===== src/rtl/twiddle_multiply.sv =====
// twiddle_multiply: pipelined complex multiplier for the radix-2^2 SDF FFT.
// It multiplies each butterfly output sample by its twiddle factor and
// rounds the product back to WIDTH bits. The latency is fixed at 3 clocks,
// with no stall or backpressure.
//
// Build option: TWIDDLE_MULTIPLY_SATURATE_EN
//   defined   -> out-of-range results saturate by sign
//   undefined -> out-of-range results wrap (low WIDTH bits kept)
//   The sticky ovf flag is set in both cases.
//
// Twiddles are Q1.(WIDTH-1). Data registers load only on a valid beat, so
// undefined twiddles presented while di_en=0 never reach the outputs.

module twiddle_multiply #(
    parameter int WIDTH = 16,
    parameter int LOG_N = 6
) (
    input  logic             clock,
    input  logic             reset,
    input  logic             di_en,
    input  logic [WIDTH-1:0] di_re,
    input  logic [WIDTH-1:0] di_im,
    input  logic [WIDTH-1:0] tw_re,
    input  logic [WIDTH-1:0] tw_im,
    output logic             do_en,
    output logic [WIDTH-1:0] do_re,
    output logic [WIDTH-1:0] do_im,
    output logic [LOG_N-1:0] do_cnt,
    output logic             ovf
);

    localparam int PW = 2 * WIDTH;
    localparam int SW = 2 * WIDTH + 1;
    localparam logic signed [SW-1:0] RND_HALF = SW'(1) <<< (WIDTH - 2);
    localparam logic [WIDTH-1:0] POS_MAX = {1'b0, {(WIDTH-1){1'b1}}};
    localparam logic [WIDTH-1:0] NEG_MIN = {1'b1, {(WIDTH-1){1'b0}}};

    // Stage 1: registered operands
    logic                    v1_q;
    logic signed [WIDTH-1:0] dr_q, di_q, tr_q, ti_q;

    // Stage 2: partial products
    logic                    v2_q;
    logic signed [PW-1:0]    pr_rr_d, pr_ii_d, pr_ri_d, pr_ir_d;
    logic signed [PW-1:0]    pr_rr_q, pr_ii_q, pr_ri_q, pr_ir_q;

    // Stage 3: sums, rounding, range handling
    logic                    v3_q;
    logic signed [SW-1:0]    re_sum_d, im_sum_d;
    logic signed [SW-1:0]    re_rnd_d, im_rnd_d;
    logic signed [SW-1:0]    re_shf_d, im_shf_d;
    logic [WIDTH-1:0]        re_clip_d, im_clip_d;
    logic                    re_oor_d, im_oor_d;
    logic [WIDTH-1:0]        re_q, im_q;
    logic                    ovf_q, ovf_d;
    logic [LOG_N-1:0]        cnt_q, cnt_d;

    // A shifted sum is in range when every bit above the output sign bit
    // equals that sign bit.
    function automatic logic out_of_range(input logic signed [SW-1:0] s);
        logic [SW-WIDTH:0] top;
        top = s[SW-1:WIDTH-1];
        return !((top == '0) || (top == '1));
    endfunction

    function automatic logic [WIDTH-1:0] clip(input logic signed [SW-1:0] s);
        logic [WIDTH-1:0] r;
`ifdef TWIDDLE_MULTIPLY_SATURATE_EN
        if (out_of_range(s)) begin
            r = s[SW-1] ? NEG_MIN : POS_MAX;
        end else begin
            r = s[WIDTH-1:0];
        end
`else
        r = s[WIDTH-1:0];
`endif
        return r;
    endfunction

    // Stage 1: capture the sample and its twiddle on a valid beat
    always_ff @(posedge clock or negedge reset) begin
        if (!reset) begin
            v1_q <= 1'b0;
            dr_q <= '0;
            di_q <= '0;
            tr_q <= '0;
            ti_q <= '0;
        end else begin
            v1_q <= di_en;
            if (di_en) begin
                dr_q <= di_re;
                di_q <= di_im;
                tr_q <= tw_re;
                ti_q <= tw_im;
            end
        end
    end

    // Stage 2 products: sign-extend first so each product is full width
    always_comb begin
        pr_rr_d = PW'(dr_q) * PW'(tr_q);
        pr_ii_d = PW'(di_q) * PW'(ti_q);
        pr_ri_d = PW'(dr_q) * PW'(ti_q);
        pr_ir_d = PW'(di_q) * PW'(tr_q);
    end

    // Stage 2: register the four partial products
    always_ff @(posedge clock or negedge reset) begin
        if (!reset) begin
            v2_q    <= 1'b0;
            pr_rr_q <= '0;
            pr_ii_q <= '0;
            pr_ri_q <= '0;
            pr_ir_q <= '0;
        end else begin
            v2_q <= v1_q;
            if (v1_q) begin
                pr_rr_q <= pr_rr_d;
                pr_ii_q <= pr_ii_d;
                pr_ri_q <= pr_ri_d;
                pr_ir_q <= pr_ir_d;
            end
        end
    end

    // Stage 3 arithmetic: round half toward +inf, then handle range
    always_comb begin
        re_sum_d  = SW'(pr_rr_q) - SW'(pr_ii_q);
        im_sum_d  = SW'(pr_ri_q) + SW'(pr_ir_q);
        re_rnd_d  = re_sum_d + RND_HALF;
        im_rnd_d  = im_sum_d + RND_HALF;
        re_shf_d  = re_rnd_d >>> (WIDTH - 1);
        im_shf_d  = im_rnd_d >>> (WIDTH - 1);
        re_oor_d  = out_of_range(re_shf_d);
        im_oor_d  = out_of_range(im_shf_d);
        re_clip_d = clip(re_shf_d);
        im_clip_d = clip(im_shf_d);
        ovf_d     = ovf_q | (v2_q & (re_oor_d | im_oor_d));
    end

    // Stage 3: output registers and the sticky overflow flag
    always_ff @(posedge clock or negedge reset) begin
        if (!reset) begin
            v3_q  <= 1'b0;
            re_q  <= '0;
            im_q  <= '0;
            ovf_q <= 1'b0;
        end else begin
            v3_q  <= v2_q;
            ovf_q <= ovf_d;
            if (v2_q) begin
                re_q <= re_clip_d;
                im_q <= im_clip_d;
            end
        end
    end

    // Frame position: the current output shows cnt_q; it advances after each valid output
    always_comb begin
        cnt_d = cnt_q;
        if (v3_q) begin
            cnt_d = cnt_q + 1'b1;
        end
    end

    // Frame position counter register
    always_ff @(posedge clock or negedge reset) begin
        if (!reset) begin
            cnt_q <= '0;
        end else begin
            cnt_q <= cnt_d;
        end
    end

    assign do_en  = v3_q;
    assign do_re  = re_q;
    assign do_im  = im_q;
    assign do_cnt = cnt_q;
    assign ovf    = ovf_q;

endmodule


===== config.mk =====
export PLATFORM = sky130hd
export DESIGN_NAME = twiddle_multiply
export DESIGN_NICKNAME = d
export VERILOG_FILES = /design/src/rtl/twiddle_multiply.sv
export SDC_FILE = /design/constraint.sdc
export NUM_CORES = 2
export LEC_CHECK = 0
export ABC_AREA = 1
export BUFFER_PORTS_ARGS = -buffer_cell sky130_fd_sc_hd__buf_2
export CORE_ASPECT_RATIO = 2
export CORE_MARGIN = 8
export CORE_UTILIZATION = 60
export DETAILED_ROUTE_END_ITERATION = 12
export GPL_TIMING_DRIVEN = 0
export PLACE_DENSITY = 0.8
export SLEW_MARGIN = 20
export SYNTH_ARGS = -nofsm -noshare
export SYNTH_HDL_FRONTEND = slang
export SYNTH_SLANG_ARGS = --single-unit

===== constraint.sdc =====
create_clock -name clock -period 5.2 [get_ports clock]
set_input_delay 0.52 -clock clock [delete_from_list [all_inputs] [get_ports clock]]
set_output_delay 0.52 -clock clock [all_outputs]
set_load 0.02 [all_outputs]

==> results.md <==
- Result of the run: finished with violations
- Violations in the final reports: setup timing
- Actual transition at the worst max-transition pin: 1.20 ns
- Average footprint of a synthesized cell: 7.93 µm²
- Synthesized Nets: 8396
- Initial antenna violation count: 17
- Post-Place Worst Slack: -2.41 ns
- Clock-pin slew of the registers on the worst-case setup and hold paths: 0.09 ns
- Final worst-path cycle share: 123%
- Die extent in y: 441 µm
- Number of sinks handled by clock tree synthesis: 234
- Data required, critical path: 5.71 ns
- Hold slack: 0.0479 ns
- Buffer levels on the longest clock path: 3
- Via count of the routed design: 51300
- Category of the most critical setup path: reg -> reg
- Highest clock frequency the design can meet: 157 MHz
- HPWL after detailed placement: 164000 µm
- Gate Count Post-Synth: just under 7000
- Number of placed cells counting well taps: about 8000
- Most numerous cell types in the synthesized netlist: 1859 x inv_1, 1726 x nand2_1, 1048 x fa_1
- Worst setup skew after layout: about 0.078 ns
- Die width: 228 µm
- Worst path arrival time: approximately 6.9 ns
- Total number of H-tree levels: 1
- Layout cells sized above 1: roughly a quarter
- Buffers on Ports: 106
- Wire length of the first global-routing pass: 318000 µm
- Number of CTS-inserted buffers: 27
- RePlAce Congestion: 1.08
- Fill count: approximately 5900
- Worst-Skew Late Latency: 0.70 ns
- RSZ-0062 raised after global routing: true
- Number of iterations in the first detailed-routing pass: 11
- Total I/O pin count: between 100 and 150
- Final Hold Vio Count: 0
- Count of flip-flops with a built-in enable after synthesis: 0
- Placeable core region: 90000 µm²
- Cell type with the largest total area after synthesis: fa_1
- Initial drt markers: between 6000 and 7000
- Class of the tightest hold or removal check: in -> reg
- Sequential-to-total area share from yosys stat: 10.8%
- Final max-slew violation count: 0
- Worst Setup Start Kind: flip-flop
- Most frequent cell after synthesis: inv_1
- Final net count: 8885
- Count of non-filler cells in the finished layout: roughly 8500
- Standard-cell rows: approximately 160
- Synth cell types: 53
- Fraction of synthesis flops using an asynchronous set or reset pin: 100%
- Post-DR vias/cell: around 6
- Slew Limit Headroom: 19.8%
- Area added between synthesis and finish: 26.8%
- Predominant post-synthesis flop cell: dfrtp_1
- Kind of end point of the critical path: flip-flop
- Setup violators final: 95
- Count of nets left with antenna violations after detail routing: 0
- Pin count of the biggest net entering global routing: between 90 and 100
- Die area: roughly 100000 µm²
- Top cell type's share of synthesized area: between 30% and 40%
- Routed wire per std cell: 27.1 µm
- Final worst setup slack: -1.17 ns
- Global router's overall resource usage: 43.0%
- Final period demand of the worst path: 6.37 ns
- Maximum fanout along the worst path: 10
- Overflow after GRT: 0
- Total Routed Length: 232000 µm
- Netlist area before placement: 54100 µm²
- Biggest area contributors in the synthesized netlist: fa_1 39%, inv_1 13%, nand2_1 12%, dfrtp_1 11%, ha_1 10%
- Clock tree from TritonCTS: done
- Warnings from Yosys: 0
- Initial cell density of the core: 60.2%
- Residual DRC: 0
- Vias in the first global route: between 50000 and 60000
- Number of max-cap violations: 0
- Core utilization of the finished layout: 76.3%
- Clock tree root driver cell: clkbuf_16
- Total of flip-flops plus latches after synthesis: 234
[per-layer routing]
layer | wire length (µm) | global-route usage (%)
met4 | 31000 | 41.4
met1 | 72100 | 48.6
met5 | 54 | 0
met2 | 99000 | 65.6
met3 | 29400 | 11.3
[placed cells by master (no fill, tap or decap), types with 42 or more instances in the layout]
cell / n
buf_6: 95
nand2_1: 1540
a21oi_2: 43
nand3_1: 74
a21oi_4: 60
o21ai_1: 66
nor2_1: 170
o21ai_0: 70
clkbuf_16: 86
a21oi_1: 78
o21ai_2: 58
ha_1: 344
inv_1: 1665
ha_4: 97
nand2_2: 113
nand3_2: 44
inv_2: 195
clkbuf_8: 53
mux2_2: 53
xnor2_1: 42
buf_4: 281
dfrtp_1: 202
fa_1: 924
nand2_4: 71
fa_2: 124
buf_2: 120
[sequential cells by signal, summed over array words and instances, names as in the netlist]
| name | flops |
|---|---|
| di_q | 16 |
| do_cnt | 6 |
| do_en | 1 |
| do_im | 16 |
| do_re | 16 |
| dr_q | 16 |
| ovf | 1 |
| pr_ii_q | 32 |
| pr_ir_q | 32 |
| pr_ri_q | 32 |
| pr_rr_q | 32 |
| ti_q | 16 |
| tr_q | 16 |
| v1_q | 1 |
| v2_q | 1 |
[metrics by stage]
step | TNS [ns] | area [µm²]
2_1_floorplan | -0.426 | 55300
3_3_place_gp | -366.61 | 57300
3_5_place_dp | -135.90 | 57300
4_1_cts | -43.09 | 65000
5_1_grt | -68.32 | 68600
6_report | -64.09 | 68700
[path summary, 6_finish.rpt]
check                      startpoint           to  slack, ns  depth (start not counted)
max in group asynchronous       reset  pr_rr_q[26]       3.36                          4
hold / removal               di_re[5]      dr_q[5]       0.05                          2
setup / recovery             di_q[11]  pr_ii_q[26]      -1.17                         25
setup reg to reg             di_q[11]  pr_ii_q[26]      -1.17                         25
min in group asynchronous       reset      ti_q[5]       0.35                          2
hold reg to reg                  v2_q        do_en       0.43                          0
[logic make-up after synthesis]
group | Yosys count | share of synthesized area (%)
xor gates and xnor gates | 105 | 1.70
and+or+nand+nor | 2275 | 16.9
DFF | 234 | 10.8
adders and majority gates | 1499 | 49.2
muxes | 53 | 1.10
buffers and inverters | 2164 | 15.0
AOI/OAI and AO/OA | 500 | 5.29
[timing repair]
| item | in CTS | in global routing |
|---|---|---|
| resized for setup | 1249 | 709 |
| setup buffers | 207 | 178 |
| gates cloned | 4 | 2 |
| hold endpoints to repair | 47 | 0 |
| endpoints found under the setup margin | 99 | 95 |
| pin swaps | 349 | 420 |
| hold buffers | 1 | 0 |
[final cells by class]
type / count / area (µm²) / share of cell area [%]
multi-input cells: 4432 / 45800 / 66.6
diodes: 12 / 30.0 / 0.0437
clock buffers: 30 / 707 / 1.03
inverters: 1879 / 7120 / 10.4
clock inverters: 19 / 193 / 0.281
flip-flops and latches: 234 / 5900 / 8.59
well taps: 1185 / 1480 / 2.16
plain buffers: 251 / 3310 / 4.82
repair buffers: 494 / 4160 / 6.05
[worst max-delay path, cell delays in order (launching register included)]
cell and delay, ns:
dfrtp_2 0.53, clkbuf_8 0.27, nand2_1 0.08, inv_1 0.06
fa_1 0.53, inv_1 0.07, fa_2 0.41, fa_1 0.46
fa_1 0.49, inv_1 0.06, fa_1 0.55, inv_2 0.05
fa_2 0.78, inv_2 0.10, ha_4 0.34, nand2_4 0.10
nor2_4 0.14, and3_4 0.22, nand4_1 0.18, nand3_4 0.19
a21o_1 0.20, nand2_2 0.08, nand2_1 0.05, nand2_1 0.06
nand3_2 0.09, nand2_1 0.07
Power is not shown: default switching activity piles up to over one toggle a cycle in this logic, so the estimate is an artifact.
